==> config.mk <==
export PLATFORM = sky130hd
export DESIGN_NAME = cci_mpf_csr_mmio_responder
export DESIGN_NICKNAME = d
export VERILOG_FILES = /design/src/rtl/cci_mpf_csrs_pkg.sv /design/src/rtl/cci_mpf_csr_rsp_fifo.sv /design/src/rtl/cci_mpf_csr_mmio_responder.sv
export SDC_FILE = /design/constraint.sdc
export NUM_CORES = 1
export LEC_CHECK = 0
export CAP_MARGIN = 20
export CORE_MARGIN = 3
export CORE_UTILIZATION = 59
export DETAILED_ROUTE_END_ITERATION = 8
export PLACE_DENSITY_LB_ADDON = 0.15
export RECOVER_POWER = 50
export SLEW_MARGIN = 25
export SYNTH_ARGS = -nofsm -noshare
export SYNTH_HDL_FRONTEND = slang
export SYNTH_SLANG_ARGS = --single-unit
==> constraint.sdc <==
create_clock -name clk -period 16.49 [get_ports clk]
set_input_delay 2.4735 -clock clk [delete_from_list [all_inputs] [get_ports clk]]
set_output_delay 2.4735 -clock clk [all_outputs]
set_load 0.01 [all_outputs]
==> src/rtl/cci_mpf_csrs_pkg.sv <==
// Shared MPF CSR types and register map.
// Used by the MMIO responder and its response FIFO.
package cci_mpf_csrs_pkg;

  typedef struct packed {
    logic inval_translation_cache;
    logic enabled;
  } t_cci_mpf_vtp_csr_mode;

  typedef struct packed {
    logic [8:0]  tid;
    logic [63:0] data;
  } t_cci_mpf_csr_rd_rsp;

  localparam logic [7:0] CCI_MPF_CSR_DFH      = 8'h00;
  localparam logic [7:0] CCI_MPF_CSR_UUID_L   = 8'h08;
  localparam logic [7:0] CCI_MPF_CSR_UUID_H   = 8'h10;
  localparam logic [7:0] CCI_MPF_CSR_MODE     = 8'h18;
  localparam logic [7:0] CCI_MPF_CSR_PT_PADDR = 8'h20;
  localparam logic [7:0] CCI_MPF_CSR_HITS     = 8'h28;
  localparam logic [7:0] CCI_MPF_CSR_MISSES   = 8'h30;

  localparam logic [7:0] CCI_MPF_CSR_WINDOW_BYTES = 8'h38;

endpackage

==> src/rtl/cci_mpf_csr_rsp_fifo.sv <==
// Synchronous FIFO of MMIO read responses.
// Accepts an enqueue while full only if a dequeue happens the same cycle.
module cci_mpf_csr_rsp_fifo
  import cci_mpf_csrs_pkg::*;
#(
  parameter int DEPTH = 8
) (
  input  logic                clk,
  input  logic                reset_n,
  input  logic                enq_en,
  input  t_cci_mpf_csr_rd_rsp enq_data,
  output logic                notFull,
  input  logic                deq_en,
  output t_cci_mpf_csr_rd_rsp first,
  output logic                notEmpty
);

  localparam int AW = $clog2(DEPTH);

  logic [AW-1:0] wr_ptr_q, wr_ptr_d;
  logic [AW-1:0] rd_ptr_q, rd_ptr_d;
  logic [AW:0]   cnt_q, cnt_d;
  logic          deq_ok;

  t_cci_mpf_csr_rd_rsp mem_q [DEPTH];

  assign notEmpty = (cnt_q != '0);
  assign notFull  = (cnt_q != (AW+1)'(DEPTH));
  assign deq_ok   = deq_en && notEmpty;
  assign first    = notEmpty ? mem_q[rd_ptr_q] : '0;

  always_comb begin
    wr_ptr_d = wr_ptr_q;
    rd_ptr_d = rd_ptr_q;
    cnt_d    = cnt_q;
    if (enq_en) wr_ptr_d = wr_ptr_q + 1'b1;
    if (deq_ok) rd_ptr_d = rd_ptr_q + 1'b1;
    cnt_d = cnt_q + (AW+1)'(enq_en) - (AW+1)'(deq_ok);
  end

  always_ff @(posedge clk) begin
    if (!reset_n) begin
      wr_ptr_q <= '0;
      rd_ptr_q <= '0;
      cnt_q    <= '0;
    end else begin
      wr_ptr_q <= wr_ptr_d;
      rd_ptr_q <= rd_ptr_d;
      cnt_q    <= cnt_d;
    end
  end

  // Storage needs no reset; the count gates visibility.
  always_ff @(posedge clk) begin
    if (enq_en) mem_q[wr_ptr_q] <= enq_data;
  end

endmodule

==> src/rtl/cci_mpf_csr_mmio_responder.sv <==
// Host MMIO responder for the MPF CSR window: decodes VTP control
// writes and queues read responses for the MMIO response arbiter.
module cci_mpf_csr_mmio_responder
  import cci_mpf_csrs_pkg::*;
#(
  parameter logic [15:0]  MPF_MMIO_BASE  = 16'h1000,
  parameter int           RD_QUEUE_DEPTH = 8,
  parameter logic [63:0]  DFH_VALUE      = 64'h0,
  parameter logic [127:0] FEATURE_UUID   = 128'h0
) (
  input  logic                  clk,
  input  logic                  reset_n,
  input  logic                  mmio_req_valid,
  input  logic                  mmio_req_is_write,
  input  logic [15:0]           mmio_req_addr,
  input  logic                  mmio_req_len64,
  input  logic [8:0]            mmio_req_tid,
  input  logic [63:0]           mmio_req_data,
  output logic                  rsp_valid,
  output logic [8:0]            rsp_tid,
  output logic [63:0]           rsp_data,
  input  logic                  rsp_ready,
  input  logic [63:0]           stat_vtp_hits,
  input  logic [63:0]           stat_vtp_misses,
  output t_cci_mpf_vtp_csr_mode vtp_mode,
  output logic [63:0]           vtp_page_table_paddr,
  output logic                  vtp_page_table_set,
  output logic                  rd_overflow
);

  localparam logic [15:0] WIN_DW =
    16'(CCI_MPF_CSR_WINDOW_BYTES) >> 2;

  logic [15:0] off_dw;
  logic [7:0]  reg_off;
  logic        in_range, odd_dw;
  logic        wr_ok, rd_req;
  logic        mode_wr, pt_wr;
  logic [63:0] reg_val, rd_val;

  logic        mode_en_q, mode_en_d;
  logic        inval_q, inval_d;
  logic [63:0] pt_q, pt_d;
  logic        pt_set_q, pt_set_d;
  logic        ovf_q, ovf_d;

  logic                fifo_enq, fifo_notFull;
  logic                fifo_notEmpty, fifo_deq;
  t_cci_mpf_csr_rd_rsp fifo_in, fifo_first;

  // Addresses below the base wrap to large values and fall out of range.
  assign off_dw   = mmio_req_addr - MPF_MMIO_BASE;
  assign in_range = (off_dw < WIN_DW);
  assign odd_dw   = off_dw[0];
  assign reg_off  = {2'b00, off_dw[3:1], 3'b000};

  assign wr_ok   = mmio_req_valid && mmio_req_is_write && in_range
                   && mmio_req_len64 && !odd_dw;
  assign mode_wr = wr_ok && (reg_off == CCI_MPF_CSR_MODE);
  assign pt_wr   = wr_ok && (reg_off == CCI_MPF_CSR_PT_PADDR);
  assign rd_req  = mmio_req_valid && !mmio_req_is_write && in_range;

  always_comb begin
    reg_val = '0;
    unique case (reg_off)
      CCI_MPF_CSR_DFH:      reg_val = DFH_VALUE;
      CCI_MPF_CSR_UUID_L:   reg_val = FEATURE_UUID[63:0];
      CCI_MPF_CSR_UUID_H:   reg_val = FEATURE_UUID[127:64];
      CCI_MPF_CSR_MODE:     reg_val = {63'b0, mode_en_q};
      CCI_MPF_CSR_PT_PADDR: reg_val = pt_q;
      CCI_MPF_CSR_HITS:     reg_val = stat_vtp_hits;
      CCI_MPF_CSR_MISSES:   reg_val = stat_vtp_misses;
      default:              reg_val = '0;
    endcase
  end

  always_comb begin
    if (mmio_req_len64)
      rd_val = reg_val;
    else if (odd_dw)
      rd_val = {32'b0, reg_val[63:32]};
    else
      rd_val = {32'b0, reg_val[31:0]};
  end

  always_comb begin
    mode_en_d = mode_en_q;
    inval_d   = 1'b0;
    pt_d      = pt_q;
    pt_set_d  = pt_wr;
    ovf_d     = ovf_q;
    if (mode_wr) begin
      mode_en_d = mmio_req_data[0];
      inval_d   = mmio_req_data[1];
    end
    if (pt_wr) pt_d = mmio_req_data;
    if (rd_req && !fifo_notFull && !fifo_deq) ovf_d = 1'b1;
  end

  always_ff @(posedge clk) begin
    if (!reset_n) begin
      mode_en_q <= 1'b0;
      inval_q   <= 1'b0;
      pt_q      <= '0;
      pt_set_q  <= 1'b0;
      ovf_q     <= 1'b0;
    end else begin
      mode_en_q <= mode_en_d;
      inval_q   <= inval_d;
      pt_q      <= pt_d;
      pt_set_q  <= pt_set_d;
      ovf_q     <= ovf_d;
    end
  end

  assign fifo_deq     = rsp_valid && rsp_ready;
  assign fifo_enq     = rd_req && (fifo_notFull || fifo_deq);
  assign fifo_in.tid  = mmio_req_tid;
  assign fifo_in.data = rd_val;

  cci_mpf_csr_rsp_fifo #(
    .DEPTH (RD_QUEUE_DEPTH)
  ) u_rsp_fifo (
    .clk      (clk),
    .reset_n  (reset_n),
    .enq_en   (fifo_enq),
    .enq_data (fifo_in),
    .notFull  (fifo_notFull),
    .deq_en   (fifo_deq),
    .first    (fifo_first),
    .notEmpty (fifo_notEmpty)
  );

  assign rsp_valid = fifo_notEmpty;
  assign rsp_tid   = fifo_first.tid;
  assign rsp_data  = fifo_first.data;

  assign vtp_mode.enabled                 = mode_en_q;
  assign vtp_mode.inval_translation_cache = inval_q;
  assign vtp_page_table_paddr             = pt_q;
  assign vtp_page_table_set               = pt_set_q;
  assign rd_overflow                      = ovf_q;

endmodule

---- Yosys cells after proc, flatten, opt, wreduce, memory -nomap -nowiden ----
Memory sizes are Yosys's and may differ from the RTL's. A register that Yosys moved wholly into a read port is not among the register bits.
Cells that the tools add are included.
word-level totals
  register bits ........................... 78
  bits in writable memories ............... 584
  input bits .............................. 223
  output and inout bits ................... 142
  logic and storage cells ................. 48
  memories kept ........................... 1
memories
  name              words  width  rd ports  clocked after memory_dff  write ports  RTL line                    RTL
  u_rsp_fifo.mem_q  8      73     1         1                         1            cci_mpf_csr_rsp_fifo.sv:25  t_cci_mpf_csr_rd_rsp mem_q [DEPTH];
operators by class
  add/sub/neg operators ................... 5
  magnitude comparators ................... 1
  equal/unequal tests ..................... 5
  multiplexer cells ....................... 8
  reduce and logical (&&, ||, !) cells .... 20
operators by type and width
  operator                count
  $pmux 64 s4             1
  $mux 73                 1
  $mux 64                 1
  $mux 32                 1
  $lt 16x4->1 const B     1
  $sub 16x13->16 const B  1
  $logic_and 1x1->1       13
  $eq 3x3->1 const B      3
  $add 3x1->3 const B     2
  $mux 3                  2
  $add 4x1->4             1
  $logic_not 1->1         4
  $ne 4x4->1 const B      1
  $reduce_bool 4->1       1
  $sub 4x1->4             1
  $eq 3x2->1 const B      1
  $mux 1                  2
  $reduce_and 2->1        1
  $logic_or 1x1->1        1

---- Longest topological paths before layout ----
Gate-level depths: netlist of the first run.
  depth in word-level cells ............... 7
  gate-level depth with buffers ........... 12
  gate-level depth less buffers ........... 12

---- Modules after synthesis ----
From an unflattened synthesis of the first run, not the netlist that was laid out.
unflattened totals
  cells, all modules ...................... 1608
  area total of the unflattened synthesis .. 28085.7 µm²
by module, submodules not included
  module                      instances  cells an instance  area each (µm²)  sequential area each (µm²)
  cci_mpf_csr_rsp_fifo        1          929                22604.2          17797.1
  cci_mpf_csr_mmio_responder  1          679                5481.5           1361.3

---- Worst setup path after synthesis of the first run ----
OpenSTA, ideal clock, no wires.
  kind .................................... input-to-reg
  from .................................... in mmio_req_addr[11]
  to ...................................... mem u_rsp_fifo.mem_q[2][0] in the netlist's numbering, enable pin
  setup time .............................. 0.709 ns
  arrival time ............................ 10.727 ns
  data required time ...................... 15.781 ns
  slack ................................... 5.054 ns
  stages .................................. 4
  buffers on the path ..................... 0
  cells stage by stage .................... nor4_4 > and4_2 > nand2_1 > nor4b_1
between the ends
  longest elaborated chain between the ends .. 6
ends and longest elaborated chain
  what                          RTL line                           RTL
  start, declared               cci_mpf_csr_mmio_responder.sv:15   input logic [15:0] mmio_req_addr,
  $sub 16x13->16                cci_mpf_csr_mmio_responder.sv:52   assign off_dw = mmio_req_addr - MPF_MMIO_BASE;
  $lt 16x4->1                   cci_mpf_csr_mmio_responder.sv:53   assign in_range = (off_dw < WIN_DW);
  $logic_and 1x1->1             cci_mpf_csr_mmio_responder.sv:61   assign rd_req = mmio_req_valid && !mmio_req_is_write && in_range;
  $logic_and 1x1->1             cci_mpf_csr_mmio_responder.sv:117  assign fifo_enq = rd_req && (fifo_notFull || fifo_deq);
  $mux 1                        cci_mpf_csr_rsp_fifo.sv:55         if (enq_en) mem_q[wr_ptr_q] <= enq_data;
  $mux 1 (implied by the code)  cci_mpf_csr_rsp_fifo.sv:55
  end, declared                 cci_mpf_csr_rsp_fifo.sv:25
Every way passes these cells.

---- Worst setup path after layout of the first run ----
  from .................................... in mmio_req_addr[1]
  to ...................................... mem u_rsp_fifo.mem_q[4][15] in the netlist's numbering, data pin
between the ends
  longest elaborated chain between the ends .. 5
  elaborated cells on any way between the ends .. 8
  classes of those cells .................. add/sub: 1; eq/ne: 4; mux: 3
ends and longest elaborated chain
  what                                      RTL line                          RTL
  $sub 16x13->16 (*)                        cci_mpf_csr_mmio_responder.sv:52
  $eq 3x3->1 or $eq 3x2->1 (tied branches)  cci_mpf_csr_mmio_responder.sv:65  unique case (reg_off)
  $pmux 64 s4 (*)                           cci_mpf_csr_mmio_responder.sv:65
  $mux 32                                   cci_mpf_csr_mmio_responder.sv:80  else if (odd_dw)
  $mux 64 (*)                               cci_mpf_csr_mmio_responder.sv:78  if (mmio_req_len64)
  via rd_val[15]                            cci_mpf_csr_mmio_responder.sv:39  logic [63:0] reg_val, rd_val;
The timed path passes the listed nets; every way through them passes the cells marked *.

==> flow_summary.ini, run 1 <==
[worst_setup_path]
crit_chain = clkbuf_1 -> clkbuf_1 -> nor2b_1 -> clkbuf_1 -> and2_1 -> o21ai_0 -> o22ai_1
cp_top_family = buffers and inverters
worstPathRequired_ns = 16.71
critPathMaxFanout = 59
crit_top_cell = clkbuf_1
critical_path_class = input port to flip-flop
cp_num_buf_inv = 3
critical_path_arrival_ns = 9.97
worst_setup_path_end_kind = flip-flop
max_stage_delay_ns = 2.01
startpoint_type = input port
crit_slowest_cell = clkbuf_1

[cts]
cts_tree = built
cts_buffers = 69
cts.sinks = 665
cts-root-buf = clkbuf_16
path_clk_slew_ns = 0.06
h-tree-depth = 3
cts_resized = 0
clock_path_buffers = 3
cts_setup_buffers = 0
clk_latency_ns = 0.60
hold_buffers = 0

[pwr]
p_leak_nw = 10.8
power.density_nw_per_um2 = 135
irDropWorstVdd_mv = 0.0972

[synthesis]
syn_area_um2 = 27400
synth_common_cells = edfxtp_1 (584), mux2i_1 (203), nor2_1 (177)
yosys-top-cells-area = edfxtp_1 (64%), mux4_2 (12%), mux2i_1 (7.4%), dfxtp_1 (5.9%), nor2_1 (2.4%)
yosys_warnings = 0
ys.flop_type = edfxtp_1
synth_top_area_cell = edfxtp_1
syn_inst = 1633
synth_cell_types = 47
yosysSeqAreaShare_pct = 69.9
synth_top_area_share_pct = 63.9
yosys_register_bits = 665
yosysMostFrequentCell = edfxtp_1
synth_edf_count = 584
synth_nets = 1865
avgSynthCellArea_um2 = 16.8
async_flop_share_pct = 0

[global_routing]
grt_usage_pct = 29.5
grt_overflow_total = 0
grt_pass1_vias = 17028
grt_pass1_wl_um = 107000
grt_max_degree = 75
antenna_found_initial = 4

[floorplan]
ios = 365
initial_core_util_pct = 60.0
die_h_um = 222
coreArea_um2 = 45700
die-area_um2 = 49100
fp.dieW_um = 222
std_cell_rows = 78

[timing]
setup_tns_ns = 0
setup_viol = 0
skew_ns = 0.0206
maxSlewViolCount = 584
slew_headroom_pct = -118
fin_crit_ns = 9.75
hold_viol = 0
min_period_over_period_pct = 59.1
worst_pin_slew_ns = 3.25
fmax_mhz = 103
rsz0062_at_grt = no

[routing]
drt_wl_total_um = 72400
ant_nets = 0
drcViolationCount = 0
firstDrtPassIters = 5
via_per_inst = 6.14
dr.first_iter.drc_count = 1741
vias = 16267
routedWlPerCell_um = 27.3

[place]
hpwl_um = 44200
gp_congestion = 0.827
io_buffers = 364

[run]
cap_violations = 16

[run_status]
status = finished with violations
failed_checks = capacitance limit, slew limit

[cells_and_area]
fin_util_pct = 74.0
nets = 2226
drive_gt1_share_pct = 13.6
syn2layout_area_growth_pct = 23.3

[hold_path]
hold_path.class = flip-flop to flip-flop
-- cells by family after synthesis --
family                   after synthesis  share of synthesized area, %
AO/OA/AOI/OAI                        109                          2.18
XOR/XNOR                               4                         0.128
adder cells (fa/ha/maj)                9                         0.438
buffers and inverters                118                          1.93
flip-flops                           665                          69.9
multiplexers                         349                          19.4
AND/OR/NAND/NOR                      379                          6.07
-- metal layers --
layer	part of all wire (%)	vias up	track usage, %	routed length, µm
met3	11	106	7.92	7700
met5	0	-	0	0
li1	-	7032	-	-
met2	49	906	47.5	35300
met1	38	8223	39.9	27500
met4	2.6	0	9.70	1860
-- power breakdown --
part           total [mW]  internal [mW]  switching (mW)
Clock                1.54          0.920           0.622
Combinational        1.15          0.604           0.546
Sequential           1.86           1.83          0.0306
Total                4.55           3.36            1.20
-- worst paths after layout --
| path | end | startpoint | cells after the start | slack (ns) |
|---|---|---|---|---|
| min | vtp_page_table_paddr[49]$_SDFFE_PN0P_ | vtp_page_table_paddr[49]$_SDFFE_PN0P_ | 2 | 0.47 |
| max reg2reg | u_rsp_fifo.mem_q[6][43]$_DFFE_PP_ | u_rsp_fifo.cnt_q[2]$_SDFF_PN0_ | 8 | 11.90 |
| max | u_rsp_fifo.mem_q[4][15]$_DFFE_PP_ | mmio_req_addr[1] | 7 | 6.74 |
| min reg2reg | vtp_page_table_paddr[49]$_SDFFE_PN0P_ | vtp_page_table_paddr[49]$_SDFFE_PN0P_ | 2 | 0.47 |
-- layout make-up --
cell class                      count  area [µm²]
Clock buffer                       90        1890
Clock inverter                     33         360
Tap cell                          600         751
Antenna cell                        2        5.00
Fill cell                        2857       11900
Inverter                           11        41.3
Timing Repair Buffer              397        3890
Sequential cell                   665       19200
Multi-Input combinational cell    850        7710
-- sequential cells by signal (all words and copies together) (netlist names), named ones only --
signal,cells
u_rsp_fifo.cnt_q,4
mode_en_q,1
u_rsp_fifo.mem_q,584
vtp_page_table_set,1
vtp_page_table_paddr,64
u_rsp_fifo.rd_ptr_q,3
u_rsp_fifo.wr_ptr_q,3
rd_overflow,1
inval_q,1
-- layout by cell type (no fill, tap or decap), types with 3 or more instances in the layout --
| master | netlist | routed |
|---|---|---|
| clkbuf_16 | 0 | 72 |
| bufinv_16 | 0 | 7 |
| and2_1 | 30 | 19 |
| and2_0 | 5 | 16 |
| buf_6 | 6 | 3 |
| mux4_2 | 146 | 146 |
| nor3_1 | 3 | 3 |
| clkdlybuf4s50_1 | 0 | 282 |
| buf_4 | 3 | 15 |
| clkbuf_1 | 55 | 30 |
| a21oi_1 | 38 | 38 |
| nor2_1 | 177 | 177 |
| dfxtp_1 | 81 | 78 |
| inv_6 | 0 | 3 |
| xnor2_1 | 3 | 3 |
| clkinv_1 | 2 | 9 |
| nand2_1 | 135 | 135 |
| mux2i_1 | 203 | 203 |
| ha_1 | 8 | 8 |
| nor3b_1 | 4 | 4 |
| o22ai_1 | 31 | 31 |
| dfxtp_4 | 0 | 3 |
| clkinv_2 | 0 | 13 |
| inv_1 | 9 | 9 |
| edfxtp_1 | 584 | 584 |
| dlygate4sd3_1 | 0 | 78 |
| o21ai_0 | 35 | 35 |
| nand3_1 | 6 | 6 |
-- per-stage QoR --
stage	instance area, µm²	power, mW	hold WS [ns]	cells	worst slack [ns]
after global placement	31600	3.02	0.455	2520	10.26
after CTS	33900	4.57	0.475	2644	9.65
after detailed placement	31600	3.03	0.462	2521	10.30
after floorplan	27400	2.52	0.447	1633	5.05
final	33800	4.55	0.471	2648	6.74
after global routing	33800	4.72	0.484	2648	6.32
-- worst min-delay path: cells and delay by family, from the launching register on --
kind	cells	cell delay, ns
flip-flops	1	0.32
multiplexers	1	0.05
AND/OR/NAND/NOR	1	0.06
No activity file was read; power rests on OpenSTA's default activity.
==> run 2, diff against run 1 <==
--- a/config.mk
+++ b/config.mk
@@ -7,7 +7,7 @@
 export LEC_CHECK = 0
 export CAP_MARGIN = 20
 export CORE_MARGIN = 3
-export CORE_UTILIZATION = 59
+export CORE_UTILIZATION = 55
 export DETAILED_ROUTE_END_ITERATION = 8
 export PLACE_DENSITY_LB_ADDON = 0.15
 export RECOVER_POWER = 50
==> constraint.sdc (replaced) <==
create_clock -name clk -period 9.4 [get_ports clk]
set_input_delay 1.41 -clock clk [delete_from_list [all_inputs] [get_ports clk]]
set_output_delay 1.41 -clock clk [all_outputs]
set_load 0.01 [all_outputs]
==> run 2 against run 1 <==
Against the previous run: the flow still finishes with violations (capacitance limit, slew limit); register-to-register slack worse by 6.7 ns; cell count increased by 2.5%; combinational power rose by 71%; sequential power increased by 77%; design area grew 0.19%; critical endpoint is now u_rsp_fifo.mem_q[1][15]$_DFFE_PP_.
==> flow_summary.ini, run 2 (same netlist as run 1, synthesis figures left out) <==
[run_status]
status = finished with violations
failed_checks = capacitance limit, slew limit

[worst_setup_path]
r2r_slack_ns = 5.20
critical_path_arrival_ns = 6.69
worst_setup_path_end_kind = flip-flop
r2r-start = u_rsp_fifo.cnt_q[2]$_SDFF_PN0_
critPathMaxFanout = 54
rr_worst_depth = 7
crit_top_cell = clkbuf_1
crit_chain = clkbuf_1 -> clkbuf_1 -> nor2b_1 -> clkbuf_1 -> and2_1 -> o21ai_0 -> o22ai_1
crit_cells = 7
cp_num_buf_inv = 3
startpoint_type = input port
crit_slowest_cell = clkbuf_1
rr_endpoint = u_rsp_fifo.mem_q[5][64]$_DFFE_PP_
critical_path_class = input port to flip-flop
max_stage_delay_ns = 1.00
worstPathRequired_ns = 9.62
cp_top_family = buffers and inverters

[routing]
via_per_inst = 5.93
vias = 16092
drt_wl_total_um = 71200
ant_nets = 0
dr.first_iter.drc_count = 1527
routedWlPerCell_um = 26.2
firstDrtPassIters = 5
drcViolationCount = 0

[place]
dp.cells = 2585
gp_congestion = 0.862
io_buffers = 364
hpwl_um = 45000
dp_slack_ns = 4.42

[hold_path]
hold_path.class = flip-flop to flip-flop
hold_start = vtp_page_table_paddr[10]$_SDFFE_PN0P_
min_to = vtp_page_table_paddr[10]$_SDFFE_PN0P_
hold_path_depth = 2

[cts]
h-tree-depth = 3
cts_buffers = 69
path_clk_slew_ns = 0.06
clock_path_buffers = 3
cts_resized = 0
cts.sinks = 665
clk_latency_ns = 0.60
cts_setup_buffers = 0
cts-root-buf = clkbuf_16
hold_buffers = 0
cts_tree = built

[cells_and_area]
nets = 2226
syn2layout_area_growth_pct = 23.5
layout_commonest_cell = edfxtp_1
top_register = u_rsp_fifo.mem_q
layout_common_cells = edfxtp_1 (584), clkdlybuf4s50_1 (282), mux2i_1 (203)
instances_no_fill = 2713
drive_gt1_share_pct = 13.7
largest_reg_flops = 584
insertedDiodeCount = 0

[floorplan]
std_cell_rows = 81
coreArea_um2 = 49100
die_h_um = 229
ios = 365
die-area_um2 = 52600
initial_core_util_pct = 55.9
fp.dieW_um = 229

[timing]
fmax_mhz = 154
skew_ns = 0.0225
maxSlewViolCount = 438
min_period_over_period_pct = 68.9
worst_pin_slew_ns = 3.21
setup_viol = 0
rsz0062_at_grt = no
slew_headroom_pct = -114
hold_viol = 0
fin_crit_ns = 6.47
finalWorstSetupSlack_ns = 2.93

[global_routing]
grt_max_degree = 78
antenna_found_initial = 2
grt_usage_pct = 27.2
grt_pass1_vias = 16729
grt_pass1_wl_um = 105000
grt_overflow_total = 0

[pwr]
p_leak_nw = 10.9
irDropWorstVdd_mv = 0.168
power.density_nw_per_um2 = 236

[run]
cap_violations = 10
==> run 2: changes by cell type in the layout (fill, tap and decap cells not counted), moves of 2 or more <==
cell	delta
o21ai_1	+2
buf_4	+2
o21ai_0	-2
diode_2	-2
buf_6	-2
and2_0	-2
clkinv_1	+3
buf_16	-2
and2_1	+2
clkbuf_8	+2
==> run 2: final cells by class <==
cell class / count / area (µm²)
flip-flops and latches: 665 / 19200
fillers: 3311 / 15200
multi-input cells: 850 / 7730
repair buffers: 397 / 3830
clock buffers: 90 / 1910
well taps: 664 / 831
clock inverters: 36 / 368
inverters: 11 / 41.3
==> run 2: routing by layer <==
metal | vias up | wire, µm | global-route usage [%]
met5 | - | 13 | 0
met4 | 2 | 2680 | 11.2
met3 | 131 | 6400 | 6.95
met2 | 748 | 33800 | 42.7
met1 | 8185 | 28300 | 36.7
li1 | 7026 | - | -
==> run 2: worst max-delay path by stage <==
| stage | start | endpoint | slack (ns) |
|---|---|---|---|
| 2_1_floorplan | mmio_req_addr[11] | u_rsp_fifo.mem_q[2][0]$_DFFE_PP_ | -0.97 |
| 3_3_place_gp | mmio_req_addr[11] | u_rsp_fifo.mem_q[3][42]$_DFFE_PP_ | 4.47 |
| 3_5_place_dp | mmio_req_addr[11] | u_rsp_fifo.mem_q[3][43]$_DFFE_PP_ | 4.42 |
| 4_1_cts | flip-flop | rsp_data[19] | 3.96 |
| 5_1_grt | mmio_req_addr[1] | u_rsp_fifo.mem_q[4][1]$_DFFE_PP_ | 2.64 |
| 6_report | mmio_req_addr[1] | u_rsp_fifo.mem_q[1][15]$_DFFE_PP_ | 2.93 |
==> run 2: through the flow <==
| step | total power [mW] | utilization [%] | hold slack [ns] | TNS [ns] | instance area [µm²] |
|---|---|---|---|---|---|
| after CTS | 8.08 | 69.3 | 0.477 | 0 | 34000 |
| final | 8.00 | 69.1 | 0.470 | 0 | 33900 |
| after global placement | 5.32 | 64.6 | 0.456 | 0 | 31700 |
| after global routing | 8.29 | 69.1 | 0.497 | 0 | 33900 |
| after floorplan | 4.43 | - | 0.447 | -164.22 | 27400 |
| after detailed placement | 5.34 | 64.6 | 0.457 | 0 | 31700 |
==> run 2: power by group <==
| part | switching, mW | total, mW | internal, mW |
|---|---|---|---|
| registers | 0.0742 | 3.29 | 3.22 |
| logic | 0.931 | 1.97 | 1.04 |
| clock network | 1.11 | 2.74 | 1.63 |
==> run 2: tightest hold or removal path, cell delays in order (launching register included) <==
cell and delay (ns):
dfxtp_1 0.32, nand2_1 0.05, mux2i_1 0.05
==> variant 1 (settings of run 2) <==
Reset style: asynchronous (`reset_n`), changed in 2 clocked blocks.
--- a/src/rtl/cci_mpf_csr_rsp_fifo.sv
+++ b/src/rtl/cci_mpf_csr_rsp_fifo.sv
@@ -39,5 +39,5 @@
   end
 
-  always_ff @(posedge clk) begin
+  always_ff @(posedge clk or negedge reset_n) begin
     if (!reset_n) begin
       wr_ptr_q <= '0;
--- a/src/rtl/cci_mpf_csr_mmio_responder.sv
+++ b/src/rtl/cci_mpf_csr_mmio_responder.sv
@@ -98,5 +98,5 @@
   end
 
-  always_ff @(posedge clk) begin
+  always_ff @(posedge clk or negedge reset_n) begin
     if (!reset_n) begin
       mode_en_q <= 1'b0;
Check against the original RTL: not equivalent (Yosys sat finds a counterexample within 4 cycles, from zero or initial values and one cycle with reset_n low; the reset may be asserted at any time).
==> variant 1 against run 2 <==
  * Critical path depth is the same
  * Die area shrank 0.78%
  * Register-to-register slack lost 1.7 ns
  * Sequential cell count shrank 3
  * Largest power group unchanged
  * The flow still finishes with violations (max-capacitance violations, max-slew violations)
  * Clock power shrank 2%
  * Critical path type unchanged
  * Final area shrank 0.72%
  * Total power grew 6.1%
  * Wire length shrank 6.5%
  * Worst setup slack lost 0.77 ns
  * Non-clock buffer count shrank 2
  * Largest cell class unchanged
  * Synthesized area shrank 0.81%
  * Worst hold slack gained 0.0031 ns
==> variant 1: results (changes against run 2) <==
| Metric | Value |
|---|---|
| Worst vdd ir | 0.160 mV (-4.6%) |
| P_leak | 12.2 nW (+12%) |
| Outcome | finished with violations |
| MaxCap Viol Count | 15 (+5) |
| Via density | 5.94 (+0.13%) |
| CTS Buffer Depth | 3 (unchanged) |
| Worst-Skew Late Latency | 0.60 ns (about the same) |
| Ys flop type | edfxtp_1 |
| Largest cells by area after synthesis | edfxtp_1, mux4_2, dfrtp_1 |
| Violated checks | max-capacitance violations, max-slew violations |
| CP peak stage delay | 1.41 ns (+0.41 ns) |
| Crit-path max FO | 49 (-9.3%) |
| Biggest register | u_rsp_fifo.mem_q |
| Mapped Nets | 1703 (-8.7%) |
| Worst EP arrival | 7.45 ns (+0.76 ns) |
| Pre-CTS WS | 4.12 ns (-0.303 ns) |
| R2R setup slack | 3.51 ns (-1.69 ns) |
| First-pass GRT wire length | 100000 um (-4.9%) |
| Worst path slowest cell | clkbuf_1 |
| Port Buffers | 364 (unchanged) |
| Yosys Warn Count | 0 (unchanged) |
| Share of cells above drive strength 1 | 0.152 (+0.0147) |
| Sequential area share after synthesis | 0.716 (+0.0178) |
| Worst Tran Pin Value | 3.44 ns (+0.229 ns) |
| Post-synth EDFFs | 584 (unchanged) |
| Cell family with most CP delay | buffers and inverters |
| PnR worst setup slack | 2.16 ns (-0.770 ns) |
| Drt pass-1 iters | 6 (+1) |
| Vias | 15200 (-5.7%) |
| Clock transition at path regs | 0.06 ns (about the same) |
| Tot GR Track Use | 0.256 (-0.0155) |
| Drt first-iter violations | 1279 (-16%) |
| Worst Skew | 0.0215 ns (-0.000930 ns) |
| CTS buffer count | 69 (unchanged) |
| Post-CTS resize count | 0 (unchanged) |
| Main power group | sequential cells |
| Largest net degree at the start of global routing | 65 (-17%) |
| Worst Hold Class | reg -> reg |
| List of most frequent post-synthesis cells | edfxtp_1, nor2_1, mux4_2, mux2i_1, dfrtp_1 |
| NumNets Final | 2074 (-6.8%) |
| Initial antenna violation count | 2 (unchanged) |
| Hold Slack | 0.473 ns (+0.00312 ns) |
| Final GP Congestion | 0.810 (-6.0%) |
| Avg Inst Size Synth | 18.5 um2 (+10%) |
| CTS H-tree depth | 3 (unchanged) |
| Post-DP HPWL | 41200 um (-8.5%) |
| Final Max Tran Viols | 523 (+19%) |
| Comb pwr share | 0.288 (+0.042) |
| Switch Pwr | 2.33 mW (+10%) |
| Vias in the first global route | 16000 (-4.1%) |
| Final wirelength | 66500 um (-6.5%) |
| Root Driver | clkbuf_16 |
| Dpl cells | 2427 (-6.1%) |
| Power Combinational | 2.45 mW (+24%) |
| Post-synthesis cell type count | 39 (-17%) |
| Post-synth ARST share | 0.118 (+0.118) |
| Total sequential power | 3.35 mW (+2%) |
| Cell Area, Placed | 0.0315 mm2 (-0.62%) |
| Setup bufs post-CTS | 0 (unchanged) |
==> variant 1: worst paths after layout <==
kind	start	end	cells after the start
max in group asynchronous	reset_n	vtp_page_table_paddr[61]$_DFFE_PN0P_	2
max	mmio_req_addr[1]	u_rsp_fifo.mem_q[3][17]$_DFFE_PP_	7
min	rd_overflow$_DFFE_PN0P_	rd_overflow$_DFFE_PN0P_	1
min in group asynchronous	reset_n	vtp_page_table_paddr[35]$_DFFE_PN0P_	1
min reg2reg	rd_overflow$_DFFE_PN0P_	rd_overflow$_DFFE_PN0P_	1
max reg2reg	u_rsp_fifo.cnt_q[2]$_DFF_PN0_	u_rsp_fifo.cnt_q[2]$_DFF_PN0_	11
==> variant 1: final cells by class <==
| class | instances | area [um2] |
|---|---|---|
| Inverter | 13 | 48.8 |
| Tap cell | 656 | 821 |
| Timing Repair Buffer | 395 | 3810 |
| Antenna cell | 1 | 2.50 |
| Clock inverter | 42 | 393 |
| Clock buffer | 84 | 1860 |
| Sequential cell | 662 | 19500 |
| Multi-Input combinational cell | 701 | 7200 |
| Fill cell | 3166 | 14700 |
==> variant 1: per-layer routing <==
layer / wire, um / GRT usage
met1: 27600 / 0.361
met2: 32500 / 0.412
met5: 13 / 0
met3: 4880 / 0.0584
met4: 1560 / 0.0669
==> variant 1: kinds of logic (layout without fill, tap and decap cells) <==
group / Yosys count / in the layout / share of synthesized area
simple gates: 236 / 236 / 0.0390
fa+ha+maj: 9 / 9 / 0.00442
compound gates: 99 / 99 / 0.0199
other cells: 0 / 1 / 0
xor+xnor: 6 / 6 / 0.00193
buf+inv: 108 / 534 / 0.0190
mux: 351 / 351 / 0.199
flops: 662 / 662 / 0.716
==> variant 2 (flow settings as in run 2) <==
Without the edit above. Change the parameter `RD_QUEUE_DEPTH` from 8 to 16.
--- a/src/rtl/cci_mpf_csr_mmio_responder.sv
+++ b/src/rtl/cci_mpf_csr_mmio_responder.sv
@@ -5,5 +5,5 @@
 #(
   parameter logic [15:0]  MPF_MMIO_BASE  = 16'h1000,
-  parameter int           RD_QUEUE_DEPTH = 8,
+  parameter int           RD_QUEUE_DEPTH = 16,
   parameter logic [63:0]  DFH_VALUE      = 64'h0,
   parameter logic [127:0] FEATURE_UUID   = 128'h0
Behaviour: same outputs for any inputs over 4 cycles, from zero or initial values and one cycle with reset_n low; that may be too few to reach the edited logic, so the function may still have changed.
==> variant 2 against run 2 <==
  * The run still ends with max-capacitance violations, max-slew violations left
  * Cell count rose by 54%
  * Sequential cell count rose by 588
  * Total power rose by 67%
  * Wire length rose by 83%
  * Worst setup slack got worse by 0.80 ns
  * Final area rose by 72%
  * Clock skew rose by 0.0087 ns
  * Global-route usage rose by 0.86 points
  * Synthesized area rose by 81%
  * Core utilization fell by 3.5 points
==> variant 2: results (changes against run 2) <==
| Metric | Value |
|---|---|
| Outcome | finished with violations |
| Violated checks | max-capacitance violations, max-slew violations |
| WL per Instance | 31.2 um (+19%) |
| FILL cells | 5881 (+78%) |
| Worst EP arrival | 7.58 ns (+0.89 ns) |
| Vias in the first global route | 28200 (+68%) |
| Cell Area, Placed | 0.0546 mm2 (+72%) |
| Post-synthesis adder-cell area fraction | 0.00317 (-0.00121) |
| Initial antenna violation count | 5 (+3) |
| Rel. slew slack | -1.69 (-0.554) |
| Post-synthesis cell type count | 45 (-4.3%) |
| Capture point of the worst reg-to-reg path | u_rsp_fifo.mem_q[6][67]$_DFFE_PP_ |
| CP peak stage delay | 2.16 ns (+1.16 ns) |
| Post-DP HPWL | 74200 um (+65%) |
| CTS Buffer Depth | 3 (unchanged) |
| Worst-Skew Late Latency | 0.69 ns (+0.09 ns) |
| Worst Skew | 0.0312 ns (+0.00869 ns) |
| Total sequential power | 6.17 mW (+88%) |
| Worst hold stages | 1 (-1) |
| Mapped Nets | 2786 (+49%) |
| Hold Slack | 0.469 ns (-0.00121 ns) |
| MaxCap Viol Count | 13 (+3) |
| Sequential area share after synthesis | 0.740 (+0.0409) |
| Worst setup path end | u_rsp_fifo.mem_q[6][67]$_DFFE_PP_ |
| Pre-CTS WS | 4.24 ns (-0.175 ns) |
| Fmax | 138 MHz (-11%) |
| Post-Synth XOR/XNOR Area | 0.00106 (-0.000221) |
| Hold Crit Start | rd_overflow$_SDFFE_PN0P_ |
| Worst vdd ir | 0.200 mV (+19%) |
| First-pass GRT wire length | 192000 um (+82%) |
| Tot GR Track Use | 0.280 (+0.00864) |
| Sequential share of power | 0.461 (+0.050) |
| Synth Area in Compound Gates | 0.0343 (+0.0125) |
| R2R setup slack | 4.30 ns (-0.90 ns) |
| Final Max Tran Viols | 459 (+4.8%) |
| Max reg flops | 1168 (+100%) |
| Root Driver | clkbuf_16 |
| Post-synth EDFFs | 1168 (+100%) |
| Largest net degree at the start of global routing | 144 (+85%) |
| P_leak | 16.9 nW (+55%) |
| List of most frequent post-synthesis cells | edfxtp_1, mux4_2, mux2i_1, nor2_1, o22ai_1 |
| Power Combinational | 2.43 mW (+23%) |
| Drt first-iter violations | 3122 (+100%) |
| Final GP Congestion | 0.850 (-1.4%) |
| Crit path from | mmio_req_addr[2] |
| Avg Inst Size Synth | 19.5 um2 (+16%) |
| Biggest register | u_rsp_fifo.mem_q |
| Int Power | 10.1 mW (+71%) |
| Post-synthesis mux area share | 0.175 (-0.0187) |
| Largest cells by area after synthesis | edfxtp_1, mux4_2, mux2i_1 |
| Share of cells above drive strength 1 | 0.175 (+0.0375) |
| Worst path slowest cell | and2_0 |
| Via density | 6.45 (+8.8%) |
| Final wirelength | 131000 um (+83%) |
| NumNets Final | 3148 (+41%) |
| Dpl cells | 3954 (+53%) |
| Hold endpoint | rd_overflow$_SDFFE_PN0P_ |
[variant 2: cell type report]
cell class / count / area [um2] / share of cell area
clock buffer: 154 / 3210 / 0.0550
timing repair buffer: 419 / 4070 / 0.0697
tap: 1165 / 1460 / 0.0249
antenna: 2 / 5.00 / 0.0000857
clock inverter: 73 / 717 / 0.0123
inverter: 16 / 60.1 / 0.00103
multi-input combinational: 1102 / 12100 / 0.207
sequential: 1253 / 36800 / 0.630
[variant 2: worst reg2reg max path, cell delays in order, from the launching register on]
cell and delay [ns]:
dfxtp_1 0.35, inv_1 0.07, ha_1 0.20, nor3b_1 0.17
a31o_1 0.37, nor3_1 0.35, and2_0 2.16, buf_4 0.98
[variant 2: metal layers]
layer  global-route usage  up-vias  share of wire
met3               0.0589      205          0.084
met5                    0        -        0.00021
met1                0.389    14200           0.40
met2                0.457     1314           0.49
li1                     -    11200              -
met4               0.0819        4          0.030
